<file path="src/rtl/pq_pkg.sv">
// pq_pkg: shared key/value entry type, queue constants, op encoding and ordering helper
package pq_pkg;
  localparam int KEY_WIDTH = 8;
  localparam int VAL_WIDTH = 8;
  localparam int PQ_CAPACITY = 4;
  typedef struct packed {
    logic [KEY_WIDTH-1:0] key;
    logic [VAL_WIDTH-1:0] val;
  } kv_t;
  localparam logic [KEY_WIDTH-1:0] KEYINF = '1;
  localparam logic [KEY_WIDTH-1:0] KEY0 = '0;
  localparam logic [VAL_WIDTH-1:0] VAL0 = '0;
  localparam kv_t KV_EMPTY = '{key: KEYINF, val: VAL0};
  typedef enum logic [1:0] {PQ_NOP, PQ_ENQ, PQ_DEQ, PQ_REPL} pq_op_t;
  // 1 when a strictly beats b; ties never win, which keeps equal keys in FIFO order
  function automatic logic kv_better(kv_t a, kv_t b, logic max_first);
    return max_first ? (a.key > b.key) : (a.key < b.key);
  endfunction
endpackage

</file>
<file path="src/rtl/pq_shift_array_if.sv">
// pq_shift_array_if: HWPQ handshake bundle; hwm exists only when PQ_STATS_EN is defined
interface pq_shift_array_if
  import pq_pkg::*;
#(
  parameter int CW = $clog2(PQ_CAPACITY + 1)
) ();
  logic enq;
  logic deq;
  kv_t enq_kv;
  kv_t head_kv;
  logic head_valid;
  logic full;
  logic empty;
  logic [CW-1:0] count;
  logic ovf_err;
`ifdef PQ_STATS_EN
  logic [CW-1:0] hwm;
`endif
  modport master (
    output enq, deq, enq_kv,
    input head_kv, head_valid, full, empty, count, ovf_err
`ifdef PQ_STATS_EN
    , input hwm
`endif
  );
  modport slave (
    input enq, deq, enq_kv,
    output head_kv, head_valid, full, empty, count, ovf_err
`ifdef PQ_STATS_EN
    , output hwm
`endif
  );
endinterface

</file>
<file path="src/rtl/pq_shift_cell.sv">
// pq_shift_cell: one queue slot choosing its next entry from left, self, right or the new entry
module pq_shift_cell
  import pq_pkg::*;
#(
  parameter bit MAX_FIRST = 1'b0,
  parameter bit HEAD = 1'b0
) (
  input  logic   clk,
  input  logic   rst_n,
  input  pq_op_t op,
  input  kv_t    enq_kv,
  input  kv_t    left_kv,
  input  logic   left_v,
  input  logic   left_ins,
  input  kv_t    right_kv,
  input  logic   right_v,
  input  logic   right_ins,
  output logic   ins,
  output kv_t    kv_q,
  output logic   v_q
);
  kv_t kv_d;
  logic v_d;
  logic take_enq;
  logic take_left;
  logic take_right;
  // ins marks "new entry belongs at or before this slot"; it is monotonic along the array,
  // so the insert point is where a cell sees ins set and its neighbour's ins clear
  always_comb begin
    ins = !v_q || kv_better(enq_kv, kv_q, MAX_FIRST);
    take_enq = (op == PQ_ENQ && ins && !left_ins) ||
               (op == PQ_REPL && right_ins && (HEAD || !ins));
    take_left = op == PQ_ENQ && left_ins;
    take_right = op == PQ_DEQ || (op == PQ_REPL && !right_ins);
    kv_d = take_enq ? enq_kv : take_left ? left_kv : take_right ? right_kv : kv_q;
    v_d = take_enq ? 1'b1 : take_left ? left_v : take_right ? right_v : v_q;
  end
  // slot register, cleared to an invalid empty entry on reset
  always_ff @(posedge clk or negedge rst_n) begin
    if (!rst_n) begin
      kv_q <= KV_EMPTY;
      v_q <= 1'b0;
    end else begin
      kv_q <= kv_d;
      v_q <= v_d;
    end
  end
endmodule

</file>
<file path="src/rtl/pq_shift_array.sv">
// pq_shift_array: shift-register priority queue; define PQ_STATS_EN to add the hwm high-water mark
module pq_shift_array
  import pq_pkg::*;
#(
  parameter int CAPACITY = PQ_CAPACITY,
  parameter bit MAX_FIRST = 1'b0,
  parameter int CW = $clog2(CAPACITY + 1)
) (
  input logic clk,
  input logic rst_n,
  pq_shift_array_if.slave bus
);
  pq_op_t op;
  kv_t slot_kv [CAPACITY];
  logic slot_v [CAPACITY];
  logic slot_ins [CAPACITY];
  logic [CW-1:0] count_d, count_q;
  logic full_d, full_q, empty_d, empty_q, ovf_d, ovf_q;
  // decode the sampled request into one array-wide operation and the next status
  always_comb begin
    op = (bus.enq && bus.deq && !empty_q) ? PQ_REPL :
         (bus.enq && !full_q) ? PQ_ENQ :
         (bus.deq && !bus.enq && !empty_q) ? PQ_DEQ : PQ_NOP;
    count_d = op == PQ_ENQ ? count_q + 1'b1 : op == PQ_DEQ ? count_q - 1'b1 : count_q;
    full_d = count_d == CW'(CAPACITY);
    empty_d = count_d == '0;
    ovf_d = bus.enq && !bus.deq && full_q;
  end
  // registered status flags so every output comes straight from a flop
  always_ff @(posedge clk or negedge rst_n) begin
    if (!rst_n) begin
      count_q <= '0;
      full_q <= 1'b0;
      empty_q <= 1'b1;
      ovf_q <= 1'b0;
    end else begin
      count_q <= count_d;
      full_q <= full_d;
      empty_q <= empty_d;
      ovf_q <= ovf_d;
    end
  end
  for (genvar i = 0; i < CAPACITY; i++) begin : g_slot
    kv_t l_kv, r_kv;
    logic l_v, l_ins, r_v, r_ins;
    if (i == 0) begin : g_head
      assign l_kv = KV_EMPTY;
      assign l_v = 1'b0;
      assign l_ins = 1'b0;
    end else begin : g_left
      assign l_kv = slot_kv[i-1];
      assign l_v = slot_v[i-1];
      assign l_ins = slot_ins[i-1];
    end
    if (i == CAPACITY - 1) begin : g_tail
      assign r_kv = KV_EMPTY;
      assign r_v = 1'b0;
      assign r_ins = 1'b1;
    end else begin : g_right
      assign r_kv = slot_kv[i+1];
      assign r_v = slot_v[i+1];
      assign r_ins = slot_ins[i+1];
    end
    pq_shift_cell #(.MAX_FIRST(MAX_FIRST), .HEAD(i == 0)) u_cell (
      .clk(clk), .rst_n(rst_n), .op(op), .enq_kv(bus.enq_kv),
      .left_kv(l_kv), .left_v(l_v), .left_ins(l_ins),
      .right_kv(r_kv), .right_v(r_v), .right_ins(r_ins),
      .ins(slot_ins[i]), .kv_q(slot_kv[i]), .v_q(slot_v[i])
    );
  end
  assign bus.head_kv = slot_kv[0];
  assign bus.head_valid = slot_v[0];
  assign bus.count = count_q;
  assign bus.full = full_q;
  assign bus.empty = empty_q;
  assign bus.ovf_err = ovf_q;
`ifdef PQ_STATS_EN
  logic [CW-1:0] hwm_d, hwm_q;
  // peak occupancy, following the count that will be visible after this edge
  always_comb hwm_d = count_d > hwm_q ? count_d : hwm_q;
  // high-water mark register, cleared only by reset
  always_ff @(posedge clk or negedge rst_n) begin
    if (!rst_n) hwm_q <= '0;
    else hwm_q <= hwm_d;
  end
  assign bus.hwm = hwm_q;
`endif
endmodule

</file>
<file path="src/flat_wrapper.sv">
// flat-port wrapper written by rule: the top's interface ports become plain ports
module pq_shift_array_flat import pq_pkg::*;
#(
  parameter int CAPACITY = PQ_CAPACITY,
  parameter bit MAX_FIRST = 1'b0,
  parameter int CW = $clog2(CAPACITY + 1)
)
  (clk, rst_n, bus_enq, bus_deq, bus_enq_kv, bus_head_kv, bus_head_valid, bus_full, bus_empty, bus_count, bus_ovf_err);
  pq_shift_array_if #(.CW(CW)) bus_i ();
  input logic clk;
  input logic rst_n;
  input wire logic [$bits(bus_i.enq)-1:0] bus_enq;
  input wire logic [$bits(bus_i.deq)-1:0] bus_deq;
  input wire logic [$bits(bus_i.enq_kv)-1:0] bus_enq_kv;
  output wire logic [$bits(bus_i.head_kv)-1:0] bus_head_kv;
  output wire logic [$bits(bus_i.head_valid)-1:0] bus_head_valid;
  output wire logic [$bits(bus_i.full)-1:0] bus_full;
  output wire logic [$bits(bus_i.empty)-1:0] bus_empty;
  output wire logic [$bits(bus_i.count)-1:0] bus_count;
  output wire logic [$bits(bus_i.ovf_err)-1:0] bus_ovf_err;
  assign bus_i.enq = bus_enq;
  assign bus_i.deq = bus_deq;
  assign bus_i.enq_kv = bus_enq_kv;
  assign bus_head_kv = bus_i.head_kv;
  assign bus_head_valid = bus_i.head_valid;
  assign bus_full = bus_i.full;
  assign bus_empty = bus_i.empty;
  assign bus_count = bus_i.count;
  assign bus_ovf_err = bus_i.ovf_err;
  pq_shift_array #(.CAPACITY(CAPACITY), .MAX_FIRST(MAX_FIRST), .CW(CW)) u_core (.clk(clk), .rst_n(rst_n), .bus(bus_i));
endmodule
</file>
<file path="config.mk">
export PLATFORM = sky130hd
export DESIGN_NAME = pq_shift_array_flat
export DESIGN_NICKNAME = d
export VERILOG_FILES = /design/src/rtl/pq_pkg.sv /design/src/rtl/pq_shift_array_if.sv /design/src/rtl/pq_shift_cell.sv /design/src/rtl/pq_shift_array.sv /design/src/flat_wrapper.sv
export SDC_FILE = /design/constraint.sdc
export NUM_CORES = 1
export LEC_CHECK = 0
export ABC_AREA = 1
export CAP_MARGIN = 15
export CORE_UTILIZATION = 60
export CTS_BUF_LIST = sky130_fd_sc_hd__clkbuf_4 sky130_fd_sc_hd__clkbuf_8 sky130_fd_sc_hd__clkbuf_16
export DETAILED_ROUTE_END_ITERATION = 8
export DONT_BUFFER_PORTS = 1
export PLACE_DENSITY = 0.74
export SLEW_MARGIN = 20
export SYNTH_ARGS = -nofsm -noshare
export SYNTH_HDL_FRONTEND = slang
export SYNTH_SLANG_ARGS = --single-unit
</file>
<file path="constraint.sdc">
create_clock -name clk -period 2.81 [get_ports clk]
set_clock_uncertainty 0.2 [all_clocks]
set_input_delay 0 -clock clk [delete_from_list [all_inputs] [get_ports clk]]
set_output_delay 0 -clock clk [all_outputs]
set_load 0.02 [all_outputs]
</file>
-- Word-level counts from Yosys, hierarchy flattened
Index checks and enable logic that the tools add are counted.
- output and inout port bits: 23
- logic and storage cells: 103
- input bits: 20
- register bits after elaboration: 74
- add/sub/neg operators: 2
- magnitude comparators: 4
- eq/ne operators: 4
- reductions and logical operators: 50
- mux-type cells: 27
- operators with widths (operator ; count):
    two-way mux 16 bit ; 11
    less-than comparator 8 bit ; 4
    logical AND 1 bit ; 22
    zero test 1 bit ; 12
    logical OR 1 bit ; 11
    two-way mux 1 bit ; 11
    nonzero test 3 bit ; 3
    two-way mux 2 bit ; 3
    two-way mux 3 bit ; 2
    == test 2 bit, second input constant ; 2
    adder 3 x 1 -> 3 bit, second input constant ; 1
    == test 3 bit, second input constant ; 1
    zero test 3 bit ; 1
    subtractor 3 x 1 -> 3 bit, second input constant ; 1
    == test 2 x 1 -> 1 bit, second input constant ; 1
    nonzero test 2 bit ; 1

-- Depth between registers and ports, before layout
- depth after elaboration: 12
- mapped depth: 16
- mapped depth without buffers: 15

-- Modules after synthesis
Synthesis repeated with hierarchy kept, for this count alone.
- cell total of the unflattened synthesis: 962
- area total of the unflattened synthesis: 6404.9 um^2
- by module, submodules not included (module ; seq. area each (um^2) ; instances ; cells an instance ; area an instance (um^2)):
    pq_shift_cell (u_core.g_slot[1].u_cell ...) ; 435.4 ; 3 ; 238 ; 1547.7
    pq_shift_cell (u_core.g_slot[0].u_cell) ; 435.4 ; 1 ; 197 ; 1392.6
    pq_shift_array ; 151.4 ; 1 ; 51 ; 369.1

-- Least setup slack after synthesis
Ideal clock, no wire load.
- kind: register to register
- start point: register u_core.g_slot[0].u_cell.kv_q[13] (netlist name)
- end point: register u_core.g_slot[1].u_cell.kv_q[1] (netlist name)
- arrival time: 2.043 ns
- slack: 0.450 ns
- buffers on the path: 1
- period minus slack after synthesis: 2.360 ns
- cell stages (with the launch flop): 14
- setup time: 0.117 ns
- cell sequence: dfstp_2 -> inv_1 -> ha_1 -> a21oi_1 -> nor2_1 -> nor3_1 -> nand2_1 -> nand2_1 -> buf_2 -> nor2_1 -> nor2_4 -> nand2_2 -> nand3_1 -> nand2_1
- cells in the longest elaborated chain, start to end: 6
- elaborated cells on any way between the ends: 9
- ends and longest elaborated chain (what ; line ; RTL):
    from (decl) ; pq_shift_cell.sv:19 ; output kv_t kv_q,
    from (signal assigned) ; pq_shift_cell.sv:44 ; kv_q <= kv_d;
    less-than comparator 8 bit (*) ; pq_pkg.sv:17 ; return max_first ? (a.key > b.key) : (a.key < b.key);
    logical OR 1 bit (*) ; pq_shift_cell.sv:30 ; ins = !v_q || kv_better(enq_kv, kv_q, MAX_FIRST);
    zero test 1 bit ; pq_shift_cell.sv:31 ; take_enq = (op == PQ_ENQ && ins && !left_ins) ||
    logical AND 1 bit ; pq_shift_cell.sv:31 ;
    logical OR 1 bit ; pq_shift_cell.sv:31 ;
    nonzero test 3 bit (no source line) / two-way mux 16 bit (equally long branches) ; - ;
    to (signal assigned) ; pq_shift_cell.sv:44 ;
    to (decl) ; pq_shift_cell.sv:19 ;
Every way passes the cells marked *; elsewhere a longest branch is shown, timed or not.
A chain may end at the register's enable or synchronous reset.

-- Final worst setup path
- start point: register u_core.g_slot[3].u_cell.kv_q[13] (netlist name)
- end point: register u_core.g_slot[2].u_cell.kv_q[6] (netlist name)
- cells in the longest elaborated chain, start to end: 6
- elaborated cells on any way between the ends: 10
- ends and longest elaborated chain (what ; line):
    from (decl) ; pq_shift_cell.sv:19
    from (signal assigned) ; pq_shift_cell.sv:44
    less-than comparator 8 bit (*) ; pq_pkg.sv:17
    logical OR 1 bit (*) ; pq_shift_cell.sv:30
    logical AND 1 bit / zero test 1 bit (equally long branches) ; pq_shift_cell.sv:32, pq_shift_cell.sv:34
    logical AND 1 bit, on equally long branches ; pq_shift_cell.sv:32, pq_shift_cell.sv:34
    logical OR 1 bit, on equally long branches ; pq_shift_cell.sv:31, pq_shift_cell.sv:34
    nonzero test 3 bit (no source line) / two-way mux 16 bit (equally long branches) ; -
    to (signal assigned) ; pq_shift_cell.sv:44
    to (decl) ; pq_shift_cell.sv:19
Marks and branches as above.

==> results.json <==
{
  "clk_root_buffer_cell": "clkbuf_8",
  "drt-pass1-iter-count": 6,
  "grt_overflow_total": 0,
  "detailedPlacementHpwl_um": 9700,
  "final_count_of_hold_timing_violations": 0,
  "num_rows": 32,
  "worst_setup_margin_ns": 0.0744,
  "insertion_delay_ns": 0.35,
  "net_switching_power_w": 0.00311,
  "r2r_setup_slack_ns": 0.07,
  "synthAdderAreaFrac_pct": 7.65,
  "power.share.clock_pct": 13.1,
  "timing.critical_path.buf_inv": 2,
  "cap_violations": 0,
  "final-setup-viol-count": 0,
  "hold_path_class": "input port to asynchronous set/reset pin",
  "worst_ir_drop_vdd_mv": 0.560,
  "route.detailed.wl_per_inst_um": 16.8,
  "startpoint_type": "flop",
  "synth.area.mux_share_pct": 0,
  "routed-via-count": 4839,
  "post_synth_inst_count": 697,
  "critPathRequiredTime_ns": 2.86,
  "grt_pass1_wl_um": 23300,
  "grt_setup_unrepaired": "true",
  "remaining_antenna_violation_count": 0,
  "static_power_due_to_leakage_nw": 3.06,
  "hold-worst-slack_ns": 0.0267,
  "cp_slowest_cell": "dfstp_2",
  "htree_num_levels": 3,
  "synth_top_family_by_area": "simple AND/OR/NAND/NOR gates",
  "grt_antenna_before_repair": 0,
  "cts_tree": "done",
  "vias_per_cell": 5.68,
  "pwr-share-comb_pct": 52.5,
  "yosys.area_share.simple_pct": 34.9,
  "fraction_of_layout_instances_using_a_drive_strength_above_1_pct": 15.6,
  "mostFrequentLayoutCell": "nand2_1",
  "ios": 43,
  "synth_nets": 747,
  "crit_family": "simple AND/OR/NAND/NOR gates",
  "worst-path-max-fanout": 18,
  "first_iter_violations": 369,
  "cts_inserted_buffers": 9,
  "placement.setup.worst_slack_ns": -0.0949,
  "clock_tree.buffer_depth": 2,
  "clkSlewWorstSetupHoldPaths_ns": 0.09,
  "powerDensity_nw_per_um2": 1150,
  "grt_max_degree": 75,
  "floorplan.initialDensity_pct": 62.9,
  "power.share.sequential_pct": 34.4,
  "num_antenna_cells": 0,
  "total_die_area_um2": 8550,
  "actual_slew_at_the_worst_max_slew_pin_ns": 0.554,
  "grt_use_total_pct": 35.6,
  "finalWeightedCongestion": 0.914,
  "finalWirelength_um": 14400,
  "max_freq_mhz": 366,
  "slew_headroom_pct": 63.0,
  "path_class": "flop to flop",
  "post-route-period-util_pct": 97.4,
  "finalMaxSlewViolations": 0,
  "syn_to_final_growth_pct": 15.8,
  "synth.distinct_cells": 32,
  "synth_sequential_area_ratio_pct": 38.6,
  "synth-compound-area-share_pct": 9.56,
  "ys_warn_count": 0,
  "synthXorXnorAreaFrac_pct": 0.357,
  "p_int_w": 0.00343,
  "layout.nets": 795,
  "placement.io_buffers": 0,
  "clock_sink_count": 74,
  "floorplan.die.height_um": 92.4,
  "sw_frac_of_total_pct": 47.6,
  "mostFrequentLayoutCells": "nand2_1, inv_1, nor2_1, nand3_1, dfrtp_1",
  "drc": 0,
  "timing.critical_path.slowest_cell_delay_ns": 0.56,
  "status": "completed",
  "min_period_ns": 2.74,
  "die_width_um": 92.4,
  "floorplan.core_area_um2": 7810,
  "syn_std_cell_area_um2": 4910,
  "cp.arrival_ns": 2.79,
  "synth_seq_cells": 74,
  "cp_cell_sequence": "inv_1 -> ha_1 -> a21oi_1 -> nor2_1 -> nor3_2 -> nand2_1 -> nand3_1 -> nand2_4 -> nor2_4 -> buf_12 -> nand3_1 -> nand2_1 -> nor2_1",
  "timing.critical_path.to_type": "flop",
  "synth_area_per_cell_um2": 7.04,
  "via_count_of_the_first_global_routing_pass": 4750
}
[path summary, 6_finish.rpt]
path | from | end | cells past startpoint
max in group asynchronous | rst_n | u_core.g_slot[2].u_cell.kv_q[10]$_DFFE_PN1P_ | 2
max reg2reg | u_core.g_slot[3].u_cell.kv_q[13]$_DFFE_PN1P_ | u_core.g_slot[2].u_cell.kv_q[6]$_DFFE_PN0P_ | 13
min in group clk | bus_enq | u_core.bus.ovf_err$_DFF_PN0_ | 3
min reg2reg | u_core.g_slot[1].u_cell.kv_q[9]$_DFFE_PN1P_ | u_core.g_slot[1].u_cell.kv_q[9]$_DFFE_PN1P_ | 2
min | rst_n | u_core.g_slot[3].u_cell.v_q$_DFFE_PN0P_ | 2
max | u_core.g_slot[3].u_cell.kv_q[13]$_DFFE_PN1P_ | u_core.g_slot[2].u_cell.kv_q[6]$_DFFE_PN0P_ | 13
[worst reg2reg max path, cell delays in order, from the launching register on]
cell and delay (ns):
dfstp_2 0.56, inv_1 0.05, ha_1 0.28, a21oi_1 0.15, nor2_1 0.07, nor3_2 0.19, nand2_1 0.14, nand3_1 0.20
nand2_4 0.17, nor2_4 0.22, buf_12 0.19, nand3_1 0.11, nand2_1 0.08, nor2_1 0.04
[synth_stat cells]
| cell | instances | area [um2] |
|---|---|---|
| clkbuf_1 | 2 | 7.51 |
| o21ai_1 | 5 | 25.0 |
| nand2_1 | 262 | 983 |
| nor2_2 | 3 | 18.8 |
| nor3_1 | 12 | 60.1 |
| nor3_4 | 1 | 16.3 |
| a21oi_4 | 1 | 16.3 |
| dfrtp_1 | 41 | 1030 |
| o21ai_0 | 29 | 145 |
| a32o_1 | 1 | 10.0 |
| nand3_1 | 47 | 235 |
| nand3b_1 | 4 | 30.0 |
| buf_4 | 5 | 37.5 |
| nand4_1 | 1 | 6.26 |
| dfstp_2 | 33 | 867 |
| a21oi_1 | 19 | 95.1 |
| inv_1 | 80 | 300 |
| buf_2 | 11 | 55.1 |
| ha_1 | 30 | 375 |
| clkinv_1 | 1 | 3.75 |
| o22ai_1 | 4 | 25.0 |
| buf_1 | 1 | 3.75 |
| nand2_2 | 10 | 62.6 |
| o211ai_1 | 15 | 113 |
| inv_2 | 3 | 11.3 |
| buf_6 | 2 | 22.5 |
| nor2_4 | 5 | 56.3 |
| nor2_1 | 63 | 236 |
| a21boi_0 | 1 | 7.51 |
| o21ai_4 | 2 | 32.5 |
| or2_2 | 1 | 6.26 |
| xor2_1 | 2 | 17.5 |
[final cells by class]
class | count | area (um2)
timing repair buffer | 57 | 543
multi-input combinational | 518 | 2600
tap | 102 | 128
timing repair inverter | 1 | 7.51
clock inverter | 6 | 66.3
clock buffer | 10 | 131
inverter | 84 | 319
fill | 627 | 2120
sequential | 74 | 1890
[repair_timing]
item / CTS / global route
hold endpoints to repair: 143 / 0
gates cloned: 0 / 1
resized for setup: 2 / 7
setup buffers: 2 / 3
hold buffers: 21 / 0
setup endpoints to repair: 14 / 56
pin swaps: 1 / 3
[cells by family (layout without fill, tap and decap cells)]
| kind of cell | Yosys count | in the layout |
|---|---|---|
| XOR/XNOR | 2 | 2 |
| AND/OR/NAND/NOR | 409 | 409 |
| flip-flops | 74 | 74 |
| adder cells (fa/ha/maj) | 30 | 30 |
| AO/OA/AOI/OAI | 77 | 77 |
| buffers and inverters | 105 | 158 |
[stage by stage]
| stage | TNS (ns) | cells | instance area, um2 | util [%] | power, W |
|---|---|---|---|---|---|
| floorplan | 0 | 697 | 4910 | - | 0.00445 |
| global placement | -0.0847 | 809 | 5150 | 66.0 | 0.00529 |
| detailed placement | -1.01 | 809 | 5150 | 66.0 | 0.00541 |
| CTS | 0 | 848 | 5610 | 71.8 | 0.00636 |
| global route | -0.0637 | 852 | 5680 | 72.8 | 0.00705 |
| finish | 0 | 852 | 5680 | 72.8 | 0.00653 |
[flip-flops by register name (all words and copies together) (netlist names)]
signal,count
u_core.g_slot.u_cell.kv_q,64
u_core.bus.count,3
u_core.bus.full,1
u_core.bus.ovf_err,1
u_core.bus.empty,1
u_core.g_slot.u_cell.v_q,4
[power groups by stage]
stage          Combinational, W  Clock, W  Sequential (W)
6_report                0.00343  0.000858         0.00225
5_1_grt                 0.00382  0.000921         0.00230
4_1_cts                 0.00326  0.000865         0.00223
3_5_place_dp            0.00317         0         0.00225
3_3_place_gp            0.00305         0         0.00224
2_1_floorplan           0.00224         0         0.00221
[per-layer routing]
metal | vias to the layer above | wire (um) | global-route usage [%]
met5 | - | 0 | 0
met1 | 2293 | 6060 | 47.4
li1 | 2298 | - | -
met4 | 0 | 255 | 12.5
met3 | 26 | 1110 | 5.50
met2 | 222 | 6920 | 59.0
No activity file was read; power rests on OpenSTA's default activity.
